===== config.mk =====
export PLATFORM = sky130hd
export DESIGN_NAME = queue_dispatcher
export DESIGN_NICKNAME = d
export VERILOG_FILES = /design/src/rtl/queue_dispatcher.sv
export SDC_FILE = /design/constraint.sdc
export NUM_CORES = 1
export LEC_CHECK = 0
export ABC_AREA = 1
export CAP_MARGIN = 20
export CORE_ASPECT_RATIO = 0.9
export CORE_MARGIN = 4
export CORE_UTILIZATION = 54
export DETAILED_ROUTE_END_ITERATION = 10
export PLACE_DENSITY = 0.85
export SYNTH_ARGS = -nofsm -noshare
export SYNTH_HDL_FRONTEND = slang
export SYNTH_SLANG_ARGS = --single-unit

===== constraint.sdc =====
create_clock -name clk -period 2.25 [get_ports clk]
set_input_delay 0.5625 -clock clk [delete_from_list [all_inputs] [get_ports clk]]
set_output_delay 0.5625 -clock clk [all_outputs]
set_load 0.01 [all_outputs]

===== src/rtl/queue_dispatcher.sv =====
// queue_dispatcher
//   Write-side dispatcher for a bank of QUEUE_QUANTITY FIFOs. Each accepted
//   upstream word is steered to the FIFO named by its destination index as a
//   registered one-cycle push strobe plus data. A one-entry holding stage
//   absorbs a word whose destination is almost-full and stalls the source.
//
// Ports
//   clk, rst      : clock, synchronous active-high reset
//   enb           : block enable; low freezes all state and suppresses pushes
//   in_valid      : upstream word present
//   in_data       : upstream word
//   in_dest       : destination queue index
//   in_ready      : word can be accepted this cycle (combinational)
//   buf_full      : per-FIFO almost-full flags
//   push          : one-hot registered write strobe
//   push_data     : registered write data
//   stalled       : a word is held waiting for its queue
//   pushed_count  : total pushes issued (wrapping)
//   stall_count   : enabled cycles blocked in HOLD (saturating)
module queue_dispatcher #(
  parameter int unsigned QUEUE_QUANTITY = 4,
  parameter int unsigned DATA_BITS      = 8,
  parameter int unsigned COUNT_BITS     = 8
) (
  input  logic                              clk,
  input  logic                              rst,
  input  logic                              enb,
  input  logic                              in_valid,
  input  logic [DATA_BITS-1:0]              in_data,
  input  logic [$clog2(QUEUE_QUANTITY)-1:0] in_dest,
  output logic                              in_ready,
  input  logic [QUEUE_QUANTITY-1:0]         buf_full,
  output logic [QUEUE_QUANTITY-1:0]         push,
  output logic [DATA_BITS-1:0]              push_data,
  output logic                              stalled,
  output logic [COUNT_BITS-1:0]             pushed_count,
  output logic [COUNT_BITS-1:0]             stall_count
);

  localparam int unsigned DEST_BITS = $clog2(QUEUE_QUANTITY);

  typedef enum logic {
    IDLE = 1'b0,
    HOLD = 1'b1
  } state_t;

  state_t                    state_q, state_d;
  logic [DATA_BITS-1:0]      hold_data_q, hold_data_d;
  logic [DEST_BITS-1:0]      hold_dest_q, hold_dest_d;
  logic [QUEUE_QUANTITY-1:0] push_q, push_d;
  logic [DATA_BITS-1:0]      push_data_q, push_data_d;
  logic [COUNT_BITS-1:0]     pushed_q, pushed_d;
  logic [COUNT_BITS-1:0]     stall_q, stall_d;

  always_ff @(posedge clk) begin
    if (rst) begin
      state_q     <= IDLE;
      hold_data_q <= '0;
      hold_dest_q <= '0;
      push_q      <= '0;
      push_data_q <= '0;
      pushed_q    <= '0;
      stall_q     <= '0;
    end else begin
      state_q     <= state_d;
      hold_data_q <= hold_data_d;
      hold_dest_q <= hold_dest_d;
      push_q      <= push_d;
      push_data_q <= push_data_d;
      pushed_q    <= pushed_d;
      stall_q     <= stall_d;
    end
  end

  always_comb begin
    state_d     = state_q;
    hold_data_d = hold_data_q;
    hold_dest_d = hold_dest_q;
    push_d      = '0;
    push_data_d = push_data_q;
    pushed_d    = pushed_q;
    stall_d     = stall_q;
    if (enb) begin
      case (state_q)
        IDLE: begin
          // in_ready is implied here (enb high and IDLE), so in_valid is accept
          if (in_valid) begin
            if (!buf_full[in_dest]) begin
              push_d      = QUEUE_QUANTITY'(1) << in_dest;
              push_data_d = in_data;
              pushed_d    = pushed_q + COUNT_BITS'(1);
            end else begin
              hold_data_d = in_data;
              hold_dest_d = in_dest;
              state_d     = HOLD;
            end
          end
        end
        HOLD: begin
          // only the held word's own queue matters; no bypass by later words
          if (!buf_full[hold_dest_q]) begin
            push_d      = QUEUE_QUANTITY'(1) << hold_dest_q;
            push_data_d = hold_data_q;
            pushed_d    = pushed_q + COUNT_BITS'(1);
            state_d     = IDLE;
          end else if (stall_q != '1) begin
            stall_d = stall_q + COUNT_BITS'(1);
          end
        end
        default: state_d = IDLE;
      endcase
    end
  end

  assign in_ready     = enb && (state_q == IDLE);
  assign stalled      = (state_q == HOLD);
  assign push         = push_q;
  assign push_data    = push_data_q;
  assign pushed_count = pushed_q;
  assign stall_count  = stall_q;

endmodule


Word level (Yosys, flattened, before mapping)
Cells that the tools add are included.

word-level totals
  flip-flop bits (word level) = 39
  input bits = 18
  output and inout bits = 30

cells by class
  add/subtract/negate cells = 2
  $lt $le $gt $ge = 2
  eq/ne operators = 4
  shift-type cells = 2
  muxes and demuxes = 20
  bitwise operators = 2
  reductions and logical operators = 5

operators by type and width
  kind                 count
  $mux 8               6
  $pmux 8 s2           2
  $add 8x1->8 const B  2
  $mux 4               3
  $reduce_and 4->1     3
  $ne 8x8->1 const B   1
  $pmux 4 s2           1
  $shl 1x2->4 const A  2
  $lt 2x3->1 const B   2
  $ne 2x2->1 const B   3
  $mux 1               5
  $bmux 1 s2           2
  $not 1->1            2
  $pmux 1 s2           1
  $reduce_or 2->1      1
  $logic_and 1x1->1    1

Longest topological paths before layout
  depth in word-level cells = 5
  mapped depth = 11

Least setup slack after synthesis
OpenSTA, ideal clock, no wires.

  path type = reg2out
  start point = reg state_q (netlist: stalled)
  end point = out in_ready
  data arrival time = 0.864 ns
  data required time = 1.688 ns
  setup slack = 0.823 ns
  stages on the path, launching flop included = 4
  buffers on the path = 2
  cells stage by stage = dfxtp_1 -> buf_4 -> buf_2 -> nor2_1

on the way
  cells in the longest elaborated chain, start to end = 2

RTL lines
  element                 RTL line  RTL
  from (decl)             47        state_t state_q, state_d;
  from (signal assigned)  65        state_q <= state_d;
  $not 1->1               n/a
  $logic_and 1x1->1       115       assign in_ready = enb && (state_q == IDLE);
  to (decl)               31        output logic in_ready,

Every way passes these cells.

Final worst setup path
  start point = in enb
  end point = out in_ready

on the way
  cells in the longest elaborated chain, start to end = 1

RTL lines
  element            RTL line  RTL
  from (decl)        27        input logic enb,
  $logic_and 1x1->1  115

Every way passes these cells.

==> metrics.txt <==
first-pass detailed-route iteration total 4; r2r setup slk 0.58 ns; Unique masters post-synth 27; placed insts 393; Startpoint Class input port; gpl congestion 0.819; ant diodes 0; status complete, no violations; Wirelength per Cell 12.2 µm; syn_area_per_cell 6.91 µm²; Slew headroom 0.756; Crit Path Class input port to output pin; Tot Pwr 1.61 mW; Num CTS Buffers 5; clock skew 0.00466 ns; vias in the first global route 2,010; worst-path maximum fanout 2; VDD IR max 0.000541 V; hold buffers post-CTS 0; crit path from enb; via count 2,081; Leakage 1.17 nW; hold path endpoint stall_count[3]; vias per inst 5.19; post-CTS setup buffers 0; CP Data Required Time 1.69 ns; count of clock tree sinks 39; Worst Min Path Start stall_count[3]; Synth Cell Area 0.00209 mm²; initial detailed-routing violation count 120; CTS root buffer clkbuf_8; post-DP HPWL 3.48 mm; largest net degree at the start of global routing 21; first-pass GRT wire length 8.41 mm; final setup fails 0; layout cells sized above 1 0.101; PortBufs 47; RSZ-0062 raised after global routing false; Resized cells post-CTS 1; Crit. End Element output pin; post-synthesis cell count 302; worst r2r dst pushed_count[5]; Achievable Freq 480 MHz; post-layout util 0.736; IO Pins 48; register area share after synthesis 0.374; worst reg-to-reg path cell count 8; Worst Path Arrival 1.52 ns; final slew viol count 0; Core ar. 0.00373 mm²; Synth warnings 0; min cycle time layout 2.08 ns; initial antenna violation count 0; Mapped Nets 322; CTS tree built; Die Ht 67.0 µm; Remaining DRCs 0; starting density of the core 0.560; P&R area growth vs syn 31.5%; CTS clk-pin slew, worst paths 0.08 ns; FF-to-FF Start stalled; FF+latch count, synth 39; Post-Layout Cell Count 401; Final Hold Violating Endpoints 0; Row Count 21; DIE AREA 0.00493 mm²; final antenna-violating net count 0; Worst-Margin Slew 0.365 ns; WHS Path Cells 2; Tcrit/Tclk final 0.925; Bufs on Longest Clock Path 2; Die Wd 73.6 µm; H-tree depth 2; Global Route Usage Sum 0.216; max-cap violations 0; Nets 374; clk_lat worst skew 0.30 ns; remaining global-route overflow 0; Total Wirelength 4.88 mm; worst hold path type flip-flop to flip-flop; pwr/cell area 588 mW/mm²
==> worst max-delay path, stage by stage <==
cell	delay (ns)
clkdlybuf4s50_1	0.49
inv_1	0.06
nor2_1	0.12
dlygate4sd2_1	0.28
==> stage by stage <==
stage / setup TNS, ns / cell area, µm² / hold WS, ns / worst slack [ns]
after global placement: -0.0889 / 2630 / 0.485 / -0.0889
after floorplan: 0 / 2090 / 0.477 / 0.823
after detailed placement: -0.0944 / 2630 / 0.498 / -0.0944
after CTS: 0 / 2750 / 0.509 / 0.183
after global routing: 0 / 2750 / 0.530 / 0.133
final: 0 / 2750 / 0.509 / 0.169
==> worst max-delay path by stage <==
stage	to	cells after the start
2_1_floorplan	in_ready	3
3_3_place_gp	in_ready	4
3_5_place_dp	in_ready	4
4_1_cts	in_ready	4
5_1_grt	in_ready	4
6_report	in_ready	4
==> layout make-up <==
cell class | instances | area, µm²
clock buffer | 6 | 82.6
clock inverter | 2 | 35.0
fill | 302 | 985
inverter | 41 | 154
multi-input combinational | 210 | 1070
sequential | 39 | 781
tap | 46 | 57.6
timing repair buffer | 57 | 569
==> sequential cells by signal, summed over array words and instances (netlist names) <==
name          count
push_data         8
stall_count       8
stalled           1
push              4
pushed_count      8
hold_data_q       8
hold_dest_q       2
==> per-layer routing <==
metal  track usage  wire length, µm  vias to the layer above
li1              -                -                     1072
met1         0.240             2160                      948
met2         0.385             2430                       54
met3        0.0588              232                        7
met4        0.0837               60                        0
met5             0                0                        -
==> logic make-up after synthesis <==
family / share of synthesized area
adder cells (fa/ha/maj): 0.0120
buffers and inverters: 0.115
AND/OR/NAND/NOR: 0.377
XOR/XNOR: 0.0210
multiplexers: 0.0383
AO/OA/AOI/OAI: 0.0623
flip-flops: 0.374
==> power breakdown <==
part	switching [mW]	total, mW	internal, mW
Combinational	0.139	0.259	0.120
Sequential	0.0181	0.735	0.717
Clock	0.262	0.621	0.359
Total	0.419	1.61	1.20
==> synthesized netlist by cell type <==
library cell / count / area, µm²
xor2_1: 4 / 35.0
nand4_1: 18 / 113
xnor2_1: 1 / 8.76
buf_6: 3 / 33.8
buf_4: 4 / 30.0
o21ai_1: 1 / 5.00
nor2_1: 45 / 169
mux2i_1: 8 / 80.1
nand3_2: 2 / 20.0
o21ai_0: 11 / 55.1
a21oi_1: 14 / 70.1
dfxtp_1: 39 / 781
inv_2: 3 / 11.3
nor2_2: 2 / 12.5
nand4_2: 1 / 12.5
nand3b_2: 1 / 11.3
nand3_1: 20 / 100
clkbuf_1: 2 / 7.51
nand2_4: 1 / 11.3
nor2_4: 2 / 22.5
nor3_1: 1 / 5.00
nand3b_1: 3 / 22.5
nand2_2: 6 / 37.5
inv_1: 38 / 143
ha_1: 2 / 25.0
nand2_1: 67 / 251
buf_2: 3 / 15.0
==> cell usage in the layout, fill, tap and decap left out, types with 4 or more instances in the layout <==
cell type	instances
inv_1	38
clkdlybuf4s50_1	46
nand4_1	18
nand2_1	67
nand3_1	20
o21ai_0	11
dfxtp_1	39
a21oi_1	14
nor2_1	45
mux2i_1	8
xor2_1	4
clkbuf_8	6
nand2_2	6
buf_4	8
Note: power is estimated with default switching activity, not from simulation.
